===== src/rtl/instr_mem_loader.sv =====
// Streams a big-endian word count plus 4-byte words into instruction memory writes.
// Optional trailer checksum byte (XOR of all data bytes) enabled by LOADER_CHECKSUM_EN.
module instr_mem_loader #(
    parameter logic [31:0] BASE_ADDR = 32'h0000_0000,
    parameter int          MAX_WORDS = 64
) (
    input  logic        clk,
    input  logic        reset,
    input  logic        start,
    input  logic [7:0]  byte_in,
    input  logic        byte_valid,
    output logic        byte_ready,
    output logic        wr_en,
    output logic [31:0] wr_addr,
    output logic [31:0] wr_data,
    output logic        busy,
    output logic        done,
    output logic        error
);
    typedef enum logic [2:0] {
        IDLE, HDR_HI, HDR_LO, DATA, WRITE, CHK, DONE, ERR
    } state_e;

    state_e      state_q, state_d;
    logic [15:0] n_q, k_q;
    logic [1:0]  bcnt_q;
    logic [23:0] sh_q;
    logic [31:0] wr_addr_q, wr_data_q;
`ifdef LOADER_CHECKSUM_EN
    logic [7:0]  csum_q;
`endif

    logic        take, last_word, launch, n_bad;
    logic [15:0] n_full;

    assign take      = byte_valid & byte_ready;
    assign launch    = start & (state_q == IDLE || state_q == DONE || state_q == ERR);
    assign n_full    = {n_q[15:8], byte_in};
    assign n_bad     = (n_full == 16'd0) || ({16'd0, n_full} > 32'(MAX_WORDS));
    assign last_word = (k_q == n_q - 16'd1);

    always_ff @(posedge clk or posedge reset) begin
        if (reset) state_q <= IDLE;
        else       state_q <= state_d;
    end

    always_comb begin
        state_d = state_q;
        case (state_q)
            IDLE, DONE, ERR: if (start) state_d = HDR_HI;
            HDR_HI: if (take) state_d = HDR_LO;
            HDR_LO: if (take) state_d = n_bad ? ERR : DATA;
            DATA:   if (take && bcnt_q == 2'd3) state_d = WRITE;
`ifdef LOADER_CHECKSUM_EN
            WRITE:  state_d = last_word ? CHK : DATA;
            CHK:    if (take) state_d = (byte_in == csum_q) ? DONE : ERR;
`else
            WRITE:  state_d = last_word ? DONE : DATA;
`endif
            default: state_d = IDLE;
        endcase
    end

    always_comb begin
        byte_ready = 1'b0;
        wr_en      = 1'b0;
        busy       = 1'b0;
        done       = 1'b0;
        error      = 1'b0;
        case (state_q)
            HDR_HI, HDR_LO, DATA, CHK: begin
                byte_ready = 1'b1;
                busy       = 1'b1;
            end
            WRITE: begin
                wr_en = 1'b1;
                busy  = 1'b1;
            end
            DONE:    done  = 1'b1;
            ERR:     error = 1'b1;
            default: ;
        endcase
    end

    // Write address/data are latched on the 4th byte so they stay stable outside WRITE.
    always_ff @(posedge clk or posedge reset) begin
        if (reset) begin
            n_q       <= '0;
            k_q       <= '0;
            bcnt_q    <= '0;
            sh_q      <= '0;
            wr_addr_q <= '0;
            wr_data_q <= '0;
`ifdef LOADER_CHECKSUM_EN
            csum_q    <= '0;
`endif
        end else if (launch) begin
            k_q    <= '0;
            bcnt_q <= '0;
`ifdef LOADER_CHECKSUM_EN
            csum_q <= '0;
`endif
        end else begin
            case (state_q)
                HDR_HI: if (take) n_q[15:8] <= byte_in;
                HDR_LO: if (take) n_q[7:0]  <= byte_in;
                DATA: if (take) begin
                    bcnt_q <= bcnt_q + 2'd1;
                    sh_q   <= {sh_q[15:0], byte_in};
`ifdef LOADER_CHECKSUM_EN
                    csum_q <= csum_q ^ byte_in;
`endif
                    if (bcnt_q == 2'd3) begin
                        wr_data_q <= {sh_q, byte_in};
                        wr_addr_q <= BASE_ADDR + {14'd0, k_q, 2'b00};
                    end
                end
                WRITE: if (!last_word) k_q <= k_q + 16'd1;
                default: ;
            endcase
        end
    end

    assign wr_addr = wr_addr_q;
    assign wr_data = wr_data_q;
endmodule


===== config.mk =====
export PLATFORM = sky130hd
export DESIGN_NAME = instr_mem_loader
export DESIGN_NICKNAME = d
export VERILOG_FILES = /design/src/rtl/instr_mem_loader.sv
export SDC_FILE = /design/constraint.sdc
export NUM_CORES = 1
export LEC_CHECK = 0
export BUFFER_PORTS_ARGS = -buffer_cell sky130_fd_sc_hd__clkbuf_2
export CORE_AREA = 8 8 105 107
export CTS_CLUSTER_SIZE = 30
export DETAILED_ROUTE_END_ITERATION = 7
export DIE_AREA = 0 0 113 115
export GPL_ROUTABILITY_DRIVEN = 0
export GPL_TIMING_DRIVEN = 1
export PLACE_DENSITY = 0.79
export SLEW_MARGIN = 0
export SYNTH_ARGS = -nofsm -noshare
export SYNTH_HDL_FRONTEND = slang
export SYNTH_SLANG_ARGS = --single-unit
export TNS_END_PERCENT = 20

===== constraint.sdc =====
create_clock -name clk -period 5 [get_ports clk]
set_clock_uncertainty 0.1 [all_clocks]
set_input_delay 0.75 -clock clk [delete_from_list [all_inputs] [get_ports clk]]
set_output_delay 0.75 -clock clk [all_outputs]
set_load 0.05 [all_outputs]

### Yosys cells after proc, flatten, opt, wreduce, memory -nomap -nowiden

Cells that the tools add are included.
Widths: inputs -> output; s select.

* flip-flop bits (word level): 109
* input port bits: 12
* logic and storage cells: 66
* output and inout port bits: 69

* order comparisons: 1
* reduce and logical (&&, ||, !) cells: 19
* $add $sub $neg: 3
* multiplexer cells: 18
* bitwise operators: 3
* equality and inequality tests: 14

Operator list (number)
* $mux 16: 3
* $mux 3: 6
* $add 16x1->16 const B: 1
* $eq 16x16->1: 1
* $gt 16x7->1 const B: 1
* $logic_not 16->1: 1
* $sub 16x1->16 const B: 1
* $pmux 3 s5: 1
* $eq 3x3->1 const B: 4
* $reduce_and 3->1: 3
* $ne 2x2->1 const B: 4
* $reduce_and 4->1: 2
* $eq 3x2->1 const B: 2
* $mux 2: 3
* $reduce_bool 2->1: 3
* $mux 1: 5
* $reduce_or 5->1: 1
* $reduce_and 2->1: 2
* $reduce_or 4->1: 1
* $eq 3x1->1 const B: 1
* $logic_not 3->1: 1
* $logic_or 1x1->1: 3
* $reduce_or 3->1: 1
* $add 2x1->2 const B: 1
* other kinds (5): 6

### Longest topological paths before layout

Gate-level depths: netlist (run 1).

* word-level depth: 7
* gate-level depth with buffers: 11
* gate-level depth less buffers: 9

### Worst setup path before layout (run 1)

Ideal clock, no wire load.

* path kind: reg-to-reg
* start point: reg n_q[0]
* end point: reg k_q[11]
* slack: 2.268 ns
* period minus slack after synthesis: 2.732 ns
* required time: 4.817 ns
* cell stages (with the launch flop): 12
* library setup time: 0.083 ns
* arrival time: 2.549 ns
* buffers on the path: 2
* cells stage by stage: dfrtp_1 -> inv_1 -> ha_1 -> or4b_1 -> a311oi_1 -> a21oi_1 -> nor4_1 -> o2111a_1 -> buf_6 -> buf_4 -> o31ai_1 -> a21oi_1

* longest elaborated chain between the ends: 4

Ends and longest elaborated chain
* from (decl): line 25 `logic [15:0] n_q, k_q;`
* from (signal assigned): line 106 `HDR_LO: if (take) n_q[7:0] <= byte_in;`
* $sub 16x1->16: line 40 `assign last_word = (k_q == n_q - 16'd1);`
* $eq 16x16->1: line 40
* $ne 2x1->1 (no line)
* $reduce_and 2->1 (no line)
* to (signal assigned): line 118 `WRITE: if (!last_word) k_q <= k_q + 16'd1;`
* to (decl): line 25

Every way passes these cells.
A chain may end at the register's enable or synchronous reset.

### Worst setup path in the final report (run 1)

* start point: reg n_q[0]
* end point: reg k_q[4]

The elaborated chain is that of the path after synthesis.

==> results by group, run 1 <==
STA
  – Crit path time final: 3.38 ns
  – Final setup viols: 0
  – Final hold violation count: 0
  – Slew HR: 0.251
  – RSZ-0062 raised after global routing: no
  – Final period util: 0.675
  – Final Worst Setup Slack: 1.62 ns
  – Slew @ Worst Pin: 1.12 ns
  – Fin Setup TNS: 0 ns
  – Fmax: 296 MHz
  – Max-slew violations: 0

Global routing
  – Total global routing overflow: 0
  – Largest net degree at the start of global routing: 62
  – Global-route wire length before repair: 17800 µm
  – Total track usage: 0.171
  – Antenna violations before repair: 0
  – Number of global-route vias before repair: 3545

Run status
  – Status: finished clean

Yosys
  – Mapped Area: 5190 µm²
  – Ys flop type: dfrtp_1
  – Register area share after synthesis: 0.526
  – Largest family of logic cells by synthesized area: multiplexers
  – Distinct cells, synth: 51
  – Yosys warnings: 0
  – Post-Synth Adder-Cell Area: 0.00723
  – Avg Cell Area, Syn: 12.0 µm²
  – Compound-Gate Fraction of Synth Area: 0.0685
  – FFs w/ async S/R, synth: 1.00
  – Number of synthesized register bits: 109
  – Post-synth top area cell: dfrtp_1
  – Xor/xnor share of the synthesized area: 0.0354
  – Synthesized instance count: 433
  – Number of synthesized flops with an enable pin: 0
  – Synth Area in Simple Gates: 0.115
  – Synth top area cells: dfrtp_1, mux2_2, buf_4
  – Multiplexer share of the synthesized area: 0.196
  – Top-area cell type share of the netlist area: 0.526

Power and ir drop
  – Power share of the combinational group: 0.388
  – Peak supply drop: 349 µV
  – Clock Power Share: 0.175
  – P per Cell Area: 586 nW/µm²
  – Int Power: 1920 µW
  – Psw: 1450 µW
  – Leak Pwr: 0.00275 µW
  – Switching part of the total power: 0.430
  – Sequential share of power: 0.437

Detailed routing
  – Via count: 3552
  – Final ANT Viol Nets: 0
  – 1st-iter DRT viols: 205
  – # DRC: 0
  – Vias/cell: 5.85
  – First-pass DRT Iterations: 6
  – Routed WL: 10900 µm
  – Post-DR wirelength/cell: 18.0 µm

Hold path
  – Min-delay worst type: primary input to asynchronous set/reset pin

CTS
  – Post-CTS setup buffers: 0
  – Num Clock Sinks: 109
  – Clk root buf: clkbuf_8
  – Clk_lat worst skew: 0.39 ns
  – H-tree depth: 3
  – CTS resizes: 0
  – Longest Clk Path Bufs: 2
  – CTS clk-pin slew, worst paths: 0.12 ns
  – Num CTS Buffers: 9
  – TritonCTS clock tree: yes
  – # hold bufs at CTS: 0

Finish
  – Nets: 503
  – Area Overhead vs Synth: 10.7%
  – Layout fillers: 739
  – Ratio of cells with drive above 1 in the final layout: 0.359
  – Ant. Diodes: 0

Floorplanning
  – Chip height: 115 µm
  – Die area: 13000 µm²
  – CORE AREA: 9460 µm²
  – Starting Density: 0.549
  – Die Span X: 113 µm
  – # IOs: 81
  – Row count: 36

Placement
  – Post-Place Worst Slack: 1.73 ns
  – I/O Buffers: 64
  – Post-DP HPWL: 7680 µm

Setup path
  – Critical path capture point type: flip-flop
  – Worst Setup Path Type: flip-flop to flip-flop
  – Startpoint Class: flip-flop
  – Crit Path Max Fanout: 21
  – Critical path required time: 5.15 ns
  – Critical path arrival: 3.53 ns

Run
  – Max_cap viols: 0
critical path: stages, from the launching register on:
cell      delay, ns
dfrtp_1        0.44
inv_1          0.10
ha_1           0.25
nor4b_1        0.57
nand4_1        0.23
xnor2_1        0.17
nor4_1         0.36
o2111a_1       0.71
nor3_1         0.15
mux2i_1        0.16
sequential cells by signal, summed over array words and instances, names as in the netlist:
register and flops:
n_q 16, wr_addr 16, wr_data 32, bcnt_q 2
state_q 3, sh_q 24, k_q 16
placed cells by master, fill, tap and decap left out, types with 11 or more instances in the layout:
cell,Yosys,layout
a21oi_1,16,16
clkbuf_2,0,64
conb_1,1,16
dfrtp_1,109,109
mux2_2,84,84
nand2_1,23,23
nand3_1,13,12
nor2_1,11,11
nor3_1,11,11
xnor2_1,11,11
stage by stage:
| step | area, µm² | instances | hold slack, ns | utilization | total power [µW] |
|---|---|---|---|---|---|
| global route | 5740 | 607 | 0.429 | 0.607 | 3550 |
| floorplan | 5250 | 448 | 0.367 | - | 2490 |
| detailed placement | 5510 | 591 | 0.383 | 0.583 | 2790 |
| CTS | 5740 | 607 | 0.394 | 0.607 | 3380 |
| finish | 5740 | 607 | 0.360 | 0.607 | 3360 |
| global placement | 5510 | 591 | 0.364 | 0.583 | 2720 |
synthesized netlist by cell type (all sizes together) (2+ instances only):
master  instances
nor4b           3
a21oi          16
o211ai          4
o311ai          2
or4             9
nand2b          5
nor2b           2
or2             2
a211oi          3
nand4           4
o31ai           7
dfrtp         109
buf            25
mux2           84
o21a            2
mux2i           7
and3            4
xnor2          11
ha              3
nand2          23
or3             2
o21ai          11
clkbuf         14
inv            10
nor3           12
xor2           10
nor4           10
nand3          13
nor2           11
worst paths after layout:
kind	from	to	slack, ns	cells after the start
setup / recovery	n_q[0]$_DFFE_PP0P_	k_q[4]$_DFFE_PP0P_	1.62	9
hold / removal	reset	sh_q[23]$_DFFE_PP0P_	0.36	2
setup reg to reg	n_q[0]$_DFFE_PP0P_	k_q[4]$_DFFE_PP0P_	1.62	9
hold reg to reg	wr_addr[7]$_DFFE_PP0P_	wr_addr[7]$_DFFE_PP0P_	0.39	2
max in group asynchronous	reset	sh_q[20]$_DFFE_PP0P_	3.34	3
min in group clk	wr_addr[7]$_DFFE_PP0P_	wr_addr[7]$_DFFE_PP0P_	0.39	2
power groups by stage:
stage | clock network, µW | logic [µW] | registers (µW)
2_1_floorplan | 0 | 832 | 1660
3_3_place_gp | 0 | 1270 | 1460
3_5_place_dp | 0 | 1310 | 1480
4_1_cts | 595 | 1320 | 1470
5_1_grt | 630 | 1400 | 1520
6_report | 587 | 1310 | 1470
layer usage:
layer | global-route usage | share of wire | up-vias
met5 | 0 | 0 | -
met1 | 0.216 | 0.43 | 1791
li1 | - | - | 1645
met4 | 0.0488 | 0.011 | 0
met3 | 0.0462 | 0.060 | 11
met2 | 0.284 | 0.50 | 105
final cells by class:
type | count | area [µm²] | share of cell area
clock buffers | 9 | 124 | 0.0216
multi-input cells | 290 | 2250 | 0.392
well taps | 114 | 143 | 0.0248
flip-flops and latches | 109 | 2730 | 0.475
inverters | 10 | 40.0 | 0.00697
repair buffers | 68 | 350 | 0.0610
clock inverters | 7 | 106 | 0.0185
cell families after synthesis:
| family | after synthesis |
|---|---|
| and+or+nand+nor | 105 |
| DFF | 109 |
| xor gates and xnor gates | 21 |
| other | 1 |
| muxes | 91 |
| buffers and inverters | 49 |
| adders and majority gates | 3 |
| AOI/OAI and AO/OA | 54 |
(Power assumes the default switching activity.)
==> run 2: changes to the inputs <==
clock period = 3.3 ns   (was 5 ns; I/O delays follow)
==> run 2 against run 1 <==
Net effect: cell count grew 0.66%; first-iteration DRC count is 0.98% lower; sequential share of layout area is 0.13 points lower; hold slack worse by 0.22 ns; final area grew 0.28%; maximum frequency rose by 9.6%; register-to-register slack got worse by 1.4 ns; sequential cell count unchanged; critical path type unchanged; largest cell class unchanged; largest power group unchanged.
==> results by group, run 2 (synthesized netlist as in run 1, its figures left out) <==
Floorplanning
  – # IOs: 81 (unchanged)
  – Chip height: 115 µm (unchanged)
  – Die Span X: 113 µm (unchanged)
  – Die area: 13000 µm² (unchanged)
  – CORE AREA: 9460 µm² (unchanged)
  – Starting Density: 0.549 (unchanged)
  – Row count: 36 (unchanged)

CTS
  – TritonCTS clock tree: yes (unchanged)
  – Clk root buf: clkbuf_8 (unchanged)
  – Num Clock Sinks: 109 (unchanged)
  – Num CTS Buffers: 9 (unchanged)
  – Post-CTS setup buffers: 0 (unchanged)
  – CTS clk-pin slew, worst paths: 0.10 ns (was 0.12 ns)
  – Longest Clk Path Bufs: 2 (unchanged)
  – Clk_lat worst skew: 0.38 ns (was 0.39 ns)
  – H-tree depth: 3 (unchanged)

Power and ir drop
  – Leak Pwr: 0.00275 µW (about the same)
  – Power share of the combinational group: 0.399 (was 0.388)
  – Clock Power Share: 0.157 (was 0.175)
  – Sequential share of power: 0.444 (was 0.437)
  – Psw: 2150 µW (was 1450 µW)
  – Int Power: 2850 µW (was 1920 µW)
  – Total power: 5000 µW (was 3360 µW)
  – Switching part of the total power: 0.431 (was 0.430)
  – Peak supply drop: 522 µV (was 349 µV)
  – P per Cell Area: 868 nW/µm² (was 586 nW/µm²)

Finish
  – Register area: 2730 µm² (unchanged)
  – Most common cell after layout, fill and taps aside: dfrtp_1 (unchanged)
  – Most frequent cells in the layout: dfrtp_1, mux2_2, clkbuf_2 (unchanged)
  – Max reg flops: 32 (unchanged)
  – Ant. Diodes: 0 (unchanged)
  – Ratio of cells with drive above 1 in the final layout: 0.368 (was 0.359)
  – Nets: 507 (was 503)
  – Area Overhead vs Synth: 11.0% (was 10.7%)
  – Area of the multi-input gates: 2260 µm² (was 2250 µm²)
  – Layout fillers: 754 (was 739)

Run status
  – Status: finished clean (unchanged)

Setup path
  – Worst path cell trace: inv_1 > ha_1 > or4b_1 > nor4_1 > xnor2_1 > a211oi_2 > o2111a_1 > buf_4 > or4_1 > a21oi_1 (was inv_1 > ha_1 > nor4b_1 > nand4_1 > xnor2_1 > nor4_1 > o2111a_1 > nor3_1 > mux2i_1)
  – Slowest-stage cell, CP: or4b_1 (was o2111a_1)
  – Critical path arrival: 3.29 ns (was 3.53 ns)
  – Crit Path Max Fanout: 21 (unchanged)
  – Worst Setup Path Type: flip-flop to flip-flop (unchanged)
  – Setup slack, reg-to-reg: 0.22 ns (was 1.62 ns)
  – Critical path capture point type: flip-flop (unchanged)
  – Critical path required time: 3.51 ns (was 5.15 ns)
  – Startpoint Class: flip-flop (unchanged)
  – Slowest stage delay, CP: 0.52 ns (was 0.71 ns)

Detailed routing
  – # DRC: 0 (unchanged)
  – Final ANT Viol Nets: 0 (unchanged)
  – First-pass DRT Iterations: 4 (was 6)
  – Via count: 3535 (was 3552)
  – Routed WL: 10500 µm (was 10900 µm)
  – 1st-iter DRT viols: 203 (was 205)
  – Vias/cell: 5.79 (was 5.85)
  – Post-DR wirelength/cell: 17.2 µm (was 18.0 µm)

Placement
  – I/O Buffers: 64 (unchanged)
  – Post-DP HPWL: 7400 µm (was 7680 µm)
  – Post-Place Worst Slack: 0.310 ns (was 1.73 ns)

STA
  – Slew @ Worst Pin: 0.653 ns (was 1.12 ns)
  – Slew HR: 0.560 (was 0.251)
  – Final period util: 0.934 (was 0.675)
  – Final setup viols: 0 (unchanged)
  – Crit path time final: 3.08 ns (was 3.38 ns)
  – Max-slew violations: 0 (unchanged)
  – Final Worst Setup Slack: 0.219 ns (was 1.62 ns)
  – Final hold violation count: 0 (unchanged)
  – Fmax: 325 MHz (was 296 MHz)

Global routing
  – Antenna violations before repair: 0 (unchanged)
  – Largest net degree at the start of global routing: 110 (was 62)
  – Number of global-route vias before repair: 3432 (was 3545)
  – Total global routing overflow: 0 (unchanged)
  – Global-route wire length before repair: 17400 µm (was 17800 µm)
  – Total track usage: 0.168 (was 0.171)

Run
  – Max_cap viols: 0 (unchanged)

Hold path
  – Min-delay worst type: primary input to asynchronous set/reset pin (unchanged)
## run 2: path summary, 6_finish.rpt
path / start / endpoint / depth (start not counted)
worst min-delay path: reset / wr_data[23]$_DFFE_PP0P_ / 3
max in group asynchronous: reset / sh_q[6]$_DFFE_PP0P_ / 3
worst max register to register: n_q[0]$_DFFE_PP0P_ / k_q[5]$_DFFE_PP0P_ / 10
min in group clk: byte_in[7] / sh_q[7]$_DFFE_PP0P_ / 2
worst min register to register: wr_addr[7]$_DFFE_PP0P_ / wr_addr[7]$_DFFE_PP0P_ / 2
worst max-delay path: n_q[0]$_DFFE_PP0P_ / k_q[5]$_DFFE_PP0P_ / 10
## run 2: worst max-delay path, delay by kind of cell, from the launching register on
| family | cells | cell delay (ns) |
|---|---|---|
| simple gates | 3 | 1.38 |
| flops | 1 | 0.42 |
| compound gates | 3 | 0.38 |
| buf+inv | 2 | 0.28 |
| fa+ha+maj | 1 | 0.25 |
| xor+xnor | 1 | 0.20 |
## run 2: power by group through the flow
stage / clock network [µW] / registers (µW) / logic (µW)
after floorplan: 0 / 2520 / 1260
after global placement: 0 / 2210 / 1930
after detailed placement: 0 / 2250 / 1990
after CTS: 804 / 2220 / 2000
after global routing: 865 / 2290 / 2150
final: 783 / 2220 / 2000
## run 2: metrics by stage
stage / utilization / instance area (µm²) / instances / hold slack [ns] / setup TNS [ns]
2_1_floorplan: - / 5250 / 448 / 0.367 / 0
3_3_place_gp: 0.587 / 5560 / 595 / 0.361 / 0
3_5_place_dp: 0.587 / 5560 / 595 / 0.371 / 0
4_1_cts: 0.608 / 5750 / 611 / 0.175 / 0
5_1_grt: 0.609 / 5760 / 611 / 0.204 / -0.0932
6_report: 0.609 / 5760 / 611 / 0.145 / 0
## run 2: routing by layer
metal | wire [µm] | global-route usage | up-vias | share of wire
met5 | 0 | 0 | - | 0
met4 | 160 | 0.0648 | 0 | 0.015
met3 | 771 | 0.0499 | 17 | 0.074
met2 | 5110 | 0.270 | 122 | 0.49
met1 | 4430 | 0.209 | 1738 | 0.42
li1 | - | - | 1658 | -
## run 2: what timing repair did
item	CTS	global route
setup endpoints to repair	0	4
hold buffers	0	0
gates resized for setup	0	2
## run 2: final cells by class
class / count / share of cell area
clock buffer: 10 / 0.0239
clock inverter: 6 / 0.00912
inverter: 10 / 0.00717
multi-input combinational: 290 / 0.393
sequential: 109 / 0.474
tap: 114 / 0.0248
timing repair buffer: 72 / 0.0682
==> run 3: changes to the inputs <==
==> constraint.sdc (replaced) <==
create_clock -name clk -period 3.3 [get_ports clk]
set_clock_uncertainty 0.1 [all_clocks]
set_input_delay 0.165 -clock clk [delete_from_list [all_inputs] [get_ports clk]]
set_output_delay 0.165 -clock clk [all_outputs]
set_load 0.05 [all_outputs]
==> run 3 against run 2 <==
Net effect: final area rose by 1.4%; setup slack improved by 0.082 ns; utilization rose by 0.85 points; first-iteration DRC count fell by 24%.
==> results by group, run 3 (synthesized netlist as in run 1, its figures left out) <==
Placement
  – Cells after DPL: 596 (was 595)
  – I/O Buffers: 64 (unchanged)
  – Post-Place Worst Slack: 0.336 ns (was 0.310 ns)
  – Post-DP HPWL: 7510 µm (was 7400 µm)

Setup path
  – Critical path origin: n_q[0]$_DFFE_PP0P_ (unchanged)
  – Critical path capture point type: flip-flop (unchanged)
  – Slowest stage delay, CP: 0.51 ns (was 0.52 ns)
  – Critical path arrival: 3.20 ns (was 3.29 ns)
  – Worst path cell trace: inv_1 > ha_1 > or4b_1 > nor4_1 > xnor2_1 > a211oi_2 > o2111a_1 > buf_4 > or4_1 > a21oi_1 (unchanged)
  – Slowest-stage cell, CP: or4b_1 (unchanged)
  – Worst Setup Path Type: flip-flop to flip-flop (unchanged)
  – Critical path required time: 3.50 ns (was 3.51 ns)
  – Crit Path Max Fanout: 21 (unchanged)
  – Startpoint Class: flip-flop (unchanged)
  – Worst reg2reg startpoint: n_q[0]$_DFFE_PP0P_ (unchanged)

Hold path
  – Hold_sp: byte_in[3]
  – Min-delay worst type: primary input to flip-flop (was primary input to asynchronous set/reset pin)

Finish
  – Most common cell after layout, fill and taps aside: dfrtp_1 (unchanged)
  – Most frequent cells in the layout: dfrtp_1, mux2_2, clkbuf_2 (unchanged)
  – Ant. Diodes: 0 (unchanged)
  – Nets: 513 (was 507)
  – Layout fillers: 731 (was 754)
  – Register area: 2730 µm² (unchanged)
  – Max reg flops: 32 (unchanged)
  – Final core utilization: 0.617 (was 0.609)
  – Ratio of cells with drive above 1 in the final layout: 0.362 (was 0.368)
  – Final std cells w/o fill: 617 (was 611)
  – Area of the multi-input gates: 2250 µm² (was 2260 µm²)
  – Area Overhead vs Synth: 12.5% (was 11.0%)

Floorplanning
  – # IOs: 81 (unchanged)
  – Starting Density: 0.549 (unchanged)
  – Die Span X: 113 µm (unchanged)
  – Chip height: 115 µm (unchanged)
  – Row count: 36 (unchanged)
  – CORE AREA: 9460 µm² (unchanged)
  – Die area: 13000 µm² (unchanged)

Global routing
  – Antenna violations before repair: 0 (unchanged)
  – Number of global-route vias before repair: 3583 (was 3432)
  – Met3 GRT Util: 0.0326 (was 0.0499)
  – GR Layer Usage met2: 0.277 (was 0.270)
  – Met1 usage: 0.218 (was 0.209)
  – Total global routing overflow: 0 (unchanged)
  – Largest net degree at the start of global routing: 71 (was 110)
  – Global-route wire length before repair: 17900 µm (was 17400 µm)
  – Total track usage: 0.170 (was 0.168)
  – Gr busiest metal: met2 (unchanged)

Detailed routing
  – Final ANT Viol Nets: 0 (unchanged)
  – Routed WL: 10500 µm (about the same)
  – 1st-iter DRT viols: 155 (was 203)
  – Via count: 3534 (was 3535)
  – Post-DR wirelength/cell: 17.0 µm (was 17.2 µm)
  – Vias/cell: 5.73 (was 5.79)
  – First-pass DRT Iterations: 4 (unchanged)
  – # DRC: 0 (unchanged)

CTS
  – Num CTS Buffers: 9 (unchanged)
  – Num Clock Sinks: 109 (unchanged)
  – CTS resizes: 0 (unchanged)
  – CTS clk-pin slew, worst paths: 0.11 ns (was 0.10 ns)
  – Longest Clk Path Bufs: 2 (unchanged)
  – TritonCTS clock tree: yes (unchanged)
  – Clk root buf: clkbuf_8 (unchanged)
  – Post-CTS setup buffers: 0 (unchanged)
  – # hold bufs at CTS: 5 (was 0)
  – H-tree depth: 3 (unchanged)
  – Clk_lat worst skew: 0.37 ns (was 0.38 ns)

Power and ir drop
  – Leak Pwr: 0.00281 µW (was 0.00275 µW)
  – Total power: 5070 µW (was 5000 µW)
  – Peak supply drop: 494 µV (was 522 µV)
  – P per Cell Area: 868 nW/µm² (about the same)

Run status
  – Status: finished clean (unchanged)

STA
  – Slew @ Worst Pin: 0.842 ns (was 0.653 ns)
  – Max-slew violations: 0 (unchanged)
  – Crit path time final: 3.00 ns (was 3.08 ns)
  – Fmax: 334 MHz (was 325 MHz)
  – Final setup viols: 0 (unchanged)
  – Slew HR: 0.439 (was 0.560)
  – Final Worst Setup Slack: 0.302 ns (was 0.219 ns)
  – Fin Setup TNS: 0 ns (unchanged)
  – Final hold violation count: 0 (unchanged)
  – RSZ-0062 raised after global routing: no
  – Final period util: 0.909 (was 0.934)

Run
  – Max_cap viols: 0 (unchanged)
-- run 3: metal layers --
| layer | up-vias | routed length, µm |
|---|---|---|
| met5 | - | 0 |
| met4 | 0 | 153 |
| met3 | 13 | 589 |
| met2 | 89 | 5050 |
| met1 | 1774 | 4720 |
| li1 | 1658 | - |
-- run 3: power breakdown --
part	switching, µW	total (µW)	internal, µW
Sequential	458	2230	1770
Clock	479	850	371
Combinational	1220	1990	773
Total	2150	5070	2910
-- run 3: critical path, delay by kind of cell, from the launching register on --
| family | cells | cell delay [ns] |
|---|---|---|
| flops | 1 | 0.43 |
| xor+xnor | 1 | 0.18 |
| compound gates | 3 | 0.38 |
| buf+inv | 2 | 0.29 |
| fa+ha+maj | 1 | 0.25 |
| simple gates | 3 | 1.31 |
-- run 3: final timing paths --
check                                               end  slack [ns]  depth (start not counted)
max in group asynchronous       wr_addr[14]$_DFFE_PP0P_        1.99                          4
worst max register to register      k_q[11]$_DFFE_PP0P_        0.30                         10
worst max-delay path                k_q[11]$_DFFE_PP0P_        0.30                         10
worst min-delay path                sh_q[3]$_DFFE_PP0P_       0.008                          2
worst min register to register   wr_addr[7]$_DFFE_PP0P_        0.40                          2
min in group asynchronous       wr_data[23]$_DFFE_PP0P_        0.39                          3
-- run 3: per-stage QoR --
| stage | instance area (µm²) | hold slack [ns] |
|---|---|---|
| after floorplan | 5250 | 0.182 |
| after global placement | 5580 | 0.273 |
| after detailed placement | 5580 | 0.284 |
| after CTS | 5840 | 0.00346 |
| after global routing | 5840 | 0.0113 |
| final | 5840 | 0.00815 |
-- run 3: final cells by class --
type / instances / area share
clock buffer: 9 / 0.0212
timing repair buffer: 78 / 0.0793
sequential: 109 / 0.467
clock inverter: 7 / 0.0154
tap: 114 / 0.0244
inverter: 10 / 0.00686
multi-input combinational: 290 / 0.386
